`src/rtl/mwshift_r_seq.sv`:
```
// Word-serial multi-word right shifter: streams a WORD_COUNT-word shifted operand
// one word per beat, each word produced by a double-precision polyshift_r slice.

module polyshift_r #(
    parameter int WIDTH = 16
) (
    input  logic [WIDTH-1:0]         data_i,
    input  logic [WIDTH-2:0]         c_i,
    input  logic [$clog2(WIDTH)-1:0] shift_size_i,
    input  logic [1:0]               shift_type_i,
    output logic [WIDTH-1:0]         data_o
);
    localparam int SW = $clog2(WIDTH) + 1;

    logic [WIDTH-2:0]   w_upper;
    logic [2*WIDTH-2:0] w_ext;

    // Every type reduces to picking the bits shifted in above data_i
    always_comb begin
        case (shift_type_i)
            2'd0:    w_upper = '0;
            2'd1:    w_upper = {(WIDTH-1){data_i[WIDTH-1]}};
            2'd2:    w_upper = c_i;
            default: w_upper = data_i[WIDTH-2:0];
        endcase
    end

    assign w_ext = {w_upper, data_i};

    for (genvar gi = 0; gi < WIDTH; gi++) begin : g_bit
        logic [SW-1:0] w_idx;
        assign w_idx      = SW'(gi) + {1'b0, shift_size_i};
        assign data_o[gi] = w_ext[w_idx];
    end
endmodule

module mwshift_r_seq #(
    parameter int WORD_WIDTH = 16,
    parameter int WORD_COUNT = 4
) (
    input  logic                                      clk_i,
    input  logic                                      rst_ni,
    input  logic                                      start_i,
    input  logic [WORD_COUNT*WORD_WIDTH-1:0]          data_i,
    input  logic [$clog2(WORD_COUNT*WORD_WIDTH)-1:0]  shift_size_i,
    input  logic [1:0]                                shift_type_i,
    input  logic [WORD_WIDTH-1:0]                     fill_i,
    output logic                                      ready_o,
    output logic                                      valid_o,
    input  logic                                      ready_i,
    output logic [WORD_WIDTH-1:0]                     word_o,
    output logic [$clog2(WORD_COUNT)-1:0]             word_idx_o,
    output logic                                      last_o
);
    localparam int W  = WORD_COUNT * WORD_WIDTH;
    localparam int SW = $clog2(W);
    localparam int BW = $clog2(WORD_WIDTH);
    localparam int IW = $clog2(WORD_COUNT);
    localparam int JW = IW + 1;

    typedef enum logic {S_IDLE, S_RUN} state_t;

    state_t                r_state;
    logic [W-1:0]          r_data;
    logic [SW-1:0]         r_size;
    logic [1:0]            r_type;
    logic [WORD_WIDTH-1:0] r_fill;
    logic                  r_valid;
    logic [WORD_WIDTH-1:0] r_word;
    logic [IW-1:0]         r_idx;
    logic                  r_last;

    logic                  w_idle;
    logic [W-1:0]          w_op;
    logic [SW-1:0]         w_size;
    logic [1:0]            w_type;
    logic [WORD_WIDTH-1:0] w_fill;
    logic [W-1:0]          w_hi;
    logic [2*W-1:0]        w_src;
    logic [IW-1:0]         w_k;
    logic [IW-1:0]         w_q;
    logic [BW-1:0]         w_r;
    logic [JW-1:0]         w_j0;
    logic [JW-1:0]         w_j1;
    logic [WORD_WIDTH-1:0] w_cur;
    logic [WORD_WIDTH-2:0] w_carry;
    logic [WORD_WIDTH-1:0] w_result;

    assign w_idle = (r_state == S_IDLE);

    // While idle the live inputs feed the datapath so word 0 is ready at the accept edge
    assign w_op   = w_idle ? data_i       : r_data;
    assign w_size = w_idle ? shift_size_i : r_size;
    assign w_type = w_idle ? shift_type_i : r_type;
    assign w_fill = w_idle ? fill_i       : r_fill;
    assign w_k    = w_idle ? '0           : r_idx + 1'b1;

    assign w_q = w_size[SW-1:BW];
    assign w_r = w_size[BW-1:0];

    always_comb begin
        case (w_type)
            2'd0:    w_hi = '0;
            2'd1:    w_hi = {W{w_op[W-1]}};
            2'd2:    w_hi = {WORD_COUNT{w_fill}};
            default: w_hi = w_op;
        endcase
    end

    assign w_src   = {w_hi, w_op};
    assign w_j0    = {1'b0, w_k} + {1'b0, w_q};
    assign w_j1    = w_j0 + 1'b1;
    assign w_cur   = w_src[{w_j0, {BW{1'b0}}} +: WORD_WIDTH];
    assign w_carry = w_src[{w_j1, {BW{1'b0}}} +: (WORD_WIDTH-1)];

    polyshift_r #(
        .WIDTH(WORD_WIDTH)
    ) u_polyshift (
        .data_i      (w_cur),
        .c_i         (w_carry),
        .shift_size_i(w_r),
        .shift_type_i(2'd2),
        .data_o      (w_result)
    );

    always_ff @(posedge clk_i or negedge rst_ni) begin
        if (!rst_ni) begin
            r_state <= S_IDLE;
            r_data  <= '0;
            r_size  <= '0;
            r_type  <= '0;
            r_fill  <= '0;
            r_valid <= 1'b0;
            r_word  <= '0;
            r_idx   <= '0;
            r_last  <= 1'b0;
        end else begin
            case (r_state)
                S_IDLE: begin
                    if (start_i) begin
                        r_state <= S_RUN;
                        r_data  <= data_i;
                        r_size  <= shift_size_i;
                        r_type  <= shift_type_i;
                        r_fill  <= fill_i;
                        r_valid <= 1'b1;
                        r_word  <= w_result;
                        r_idx   <= '0;
                        r_last  <= 1'b0;
                    end
                end
                default: begin
                    if (ready_i) begin
                        if (r_last) begin
                            r_state <= S_IDLE;
                            r_valid <= 1'b0;
                            r_last  <= 1'b0;
                        end else begin
                            r_word <= w_result;
                            r_idx  <= w_k;
                            r_last <= (w_k == IW'(WORD_COUNT-1));
                        end
                    end
                end
            endcase
        end
    end

    assign ready_o    = w_idle;
    assign valid_o    = r_valid;
    assign word_o     = r_word;
    assign word_idx_o = r_idx;
    assign last_o     = r_last;
endmodule

```
`config.mk`:
```
export PLATFORM = sky130hd
export DESIGN_NAME = mwshift_r_seq
export DESIGN_NICKNAME = d
export VERILOG_FILES = /design/src/rtl/mwshift_r_seq.sv
export SDC_FILE = /design/constraint.sdc
export NUM_CORES = 1
export LEC_CHECK = 0
export CAP_MARGIN = 20
export CELL_PAD_IN_SITES_DETAIL_PLACEMENT = 0
export CELL_PAD_IN_SITES_GLOBAL_PLACEMENT = 1
export CORE_ASPECT_RATIO = 1.75
export CORE_MARGIN = 1.5
export CORE_UTILIZATION = 46
export CTS_BUF_LIST = sky130_fd_sc_hd__clkbuf_4
export DETAILED_ROUTE_END_ITERATION = 8
export PLACE_DENSITY_LB_ADDON = 0.1
export SLEW_MARGIN = 10
export SYNTH_ARGS = -nofsm -noshare
export SYNTH_HDL_FRONTEND = slang
export SYNTH_SLANG_ARGS = --single-unit
```
`constraint.sdc`:
```
create_clock -name clk_i -period 5.8 [get_ports clk_i]
set_clock_uncertainty 0.05 [all_clocks]
set_input_delay 1.16 -clock clk_i [delete_from_list [all_inputs] [get_ports clk_i]]
set_output_delay 1.16 -clock clk_i [all_outputs]
set_load 0.02 [all_outputs]
```
==> out/qor.yml <==
synth_nets: 1042
dieWidth_um: 112
end_kind: "flop"
cts_buffer_depth: 2
routabilityCongestion: 0.890
avgRoutedWirePerCell_um: 23.4
status: "complete, but fails checks"
min_path_type: "reg2reg"
grt.total_usage: 0.278
cts_setup_buffers: 0
async_reset_ff_frac: 1.00
initial_utilization: 0.472
cts_resized: 0
postRouteAntennaNets: 0
via_count: 8298
yosysTopAreaCellShare: 0.284
syn-mean-instance-area_um2: 10.3
drt_pre_antenna_iters: 9
grt_pass1_wl_um: 46900
dieArea_mm2: 0.0218
yosys_warnings: 0
cts_sinks: 109
viasPerCell: 6.55
synth_seq_area_share: 0.284
tightest_slew_ns: 0.986
syn_area_mm2: 0.00962
ys.flop_type: "dfrtp_1"
cp-start-kind: "input port"
maxCapViolCount: 0
clock_latency_ns: 0.55
drt_iter0_drc: 560
place_hpwl_um: 22600
cp_common_cell: "inv_1"
area_growth_syn_to_layout_pct: 14.9
cts.reportedPaths.clkPinSlew_ns: 0.18
antenna_found_initial: 2
slew_headroom: 0.343
h-tree-depth: 3
crit_fanout: 9
fmax_mhz: 195
ys_ff_latch: 109
cts_tree: "yes"
synth_edf_count: 0
slowest_stage: "fa_1"
drive_gt1_frac: 0.235
ios: 113
yosys-top-cells-area: "dfrtp_1 (28%), mux2_2 (14%), mux4_2 (11%)"
netlist_instances: 935
yosysTopAreaCell: "dfrtp_1"
hold_buffers: 0
die_h_um: 194
report.final.slew_viol_count: 0
fin_setup_tns_ns: 0
root_buffer: "clkbuf_4"
layout_commonest_cell: "mux2_2"
final_cell_mix: "mux2_2 (123), clkdlybuf4s50_1 (111), dfrtp_1 (108), mux2i_1 (96), nor2_1 (67)"
dpl.cell_count: 1249
synth_cell_types: 82
grt_remaining_overflow: 0
drc: 1
core_area_mm2: 0.0204
cts_buffers: 9
finalSetupViolCount: 0
required_ns: 6.19
slowest_delay_ns: 0.53
fin_cells: 1266
cp_cell_sequence: "clkdlybuf4s50_1 -> mux2_2 -> ha_4 -> inv_1 -> fa_1 -> inv_1 -> ha_1 -> buf_4 -> and2_1 -> a22oi_1 -> a32o_1 -> mux2i_1 -> mux4_2 -> nor2_1 -> a2111oi_0 -> a311oi_1"
final_hold_viol_count: 0
timing.final.crit_share: 0.886
drt_wl_total_um: 29600
crit_type: "in2reg"
port_buffers: 112
layout.nets: 1119
arrival_ns: 5.53
rsz0062_at_grt: "no"
grt_pass1_vias: 8422
row_count: 69
grt_max_degree: 87
period_minus_slack_ns: 5.14
violations: "design-rule violations"
-- synth_stat cells (3+ instances only) --
cell type and n:
nand2b_1 4, mux2i_1 96, a211oi_1 5, or2_2 3
xnor2_1 9, o21ai_1 9, nand3_1 14, a32oi_1 9
o21ai_0 15, o211ai_1 10, o32a_1 5, and2_1 4
a221oi_1 7, a21o_1 5, a32o_1 7, ha_1 14
or2_1 4, a31oi_1 9, and3_1 3, o221ai_1 3
inv_1 9, a22oi_1 30, dfrtp_1 109, buf_4 7
a221o_1 9, o32ai_1 5, a2111oi_0 3, nor3_1 22
a211o_1 3, o22ai_1 14, clkbuf_1 27, mux4_2 45
buf_2 30, mux2_2 123, nor2b_1 6, or3_1 9
nor2_1 67, buf_6 9, inv_2 4, a21oi_1 43
a22o_1 8, buf_1 4, nand2_1 64
-- registers in the layout (all words and copies together), names as in the netlist --
name / count
last_o: 1
r_data: 64
r_fill: 16
r_size: 6
r_state: 1
r_type: 2
valid_o: 1
word_idx_o: 2
word_o: 16
-- path summary, 6_finish.rpt --
| kind | slack, ns | start | depth (start not counted) | end |
|---|---|---|---|---|
| max | 0.66 | shift_size_i[4] | 16 | word_o[15] |
| min | 0.43 | word_o[0] | 2 | word_o[0] |
| max reg2reg | 0.68 | r_state | 14 | word_o[15] |
| min reg2reg | 0.43 | word_o[0] | 2 | word_o[0] |
| max in group asynchronous | 3.87 | rst_ni | 2 | r_data[45] |
| min in group asynchronous | 0.67 | rst_ni | 1 | valid_o |
-- worst max-delay path: cells and delay by family --
family | cells | cell delay [ns]
adder cells (fa/ha/maj) | 3 | 1.10
AO/OA/AOI/OAI | 4 | 0.99
buffers and inverters | 4 | 0.82
multiplexers | 3 | 1.08
AND/OR/NAND/NOR | 2 | 0.38
-- layer usage --
layer / GRT usage / wire, um
met1: 0.324 / 11500
met2: 0.489 / 15500
met3: 0.0406 / 1130
met4: 0.149 / 1500
met5: 0 / 0
-- cell families (layout without fill, tap and decap cells) --
family,count (synthesis),in the layout,synth area share
adders and majority gates,15,15,0.0203
AOI/OAI and AO/OA,217,217,0.162
DFF,109,109,0.284
xor gates and xnor gates,12,12,0.0125
and+or+nand+nor,222,222,0.111
muxes,269,269,0.359
other,0,2,0
buffers and inverters,91,172,0.0504
-- stage by stage --
| stage | instance area, um2 | setup slack [ns] | util | hold slack, ns |
|---|---|---|---|---|
| global route | 11000 | 0.333 | 0.542 | 0.453 |
| finish | 11000 | 0.664 | 0.542 | 0.434 |
| CTS | 11000 | 0.692 | 0.542 | 0.442 |
| floorplan | 9620 | 0.760 | - | 0.424 |
| detailed placement | 10900 | 0.140 | 0.534 | 0.406 |
| global placement | 10900 | 0.223 | 0.534 | 0.402 |
-- cell type report --
| class | instances | area (um2) |
|---|---|---|
| fillers | 1876 | 9330 |
| multi-input cells | 735 | 6420 |
| flip-flops and latches | 109 | 2730 |
| repair buffers | 144 | 1370 |
| well taps | 248 | 310 |
| clock buffers | 11 | 82.6 |
| clock inverters | 4 | 73.8 |
| inverters | 13 | 48.8 |
| diodes | 2 | 5.00 |
Power is left out: the tool's default activity adds up to more than one toggle a clock period on the data nets, which glitch-free logic cannot reach.
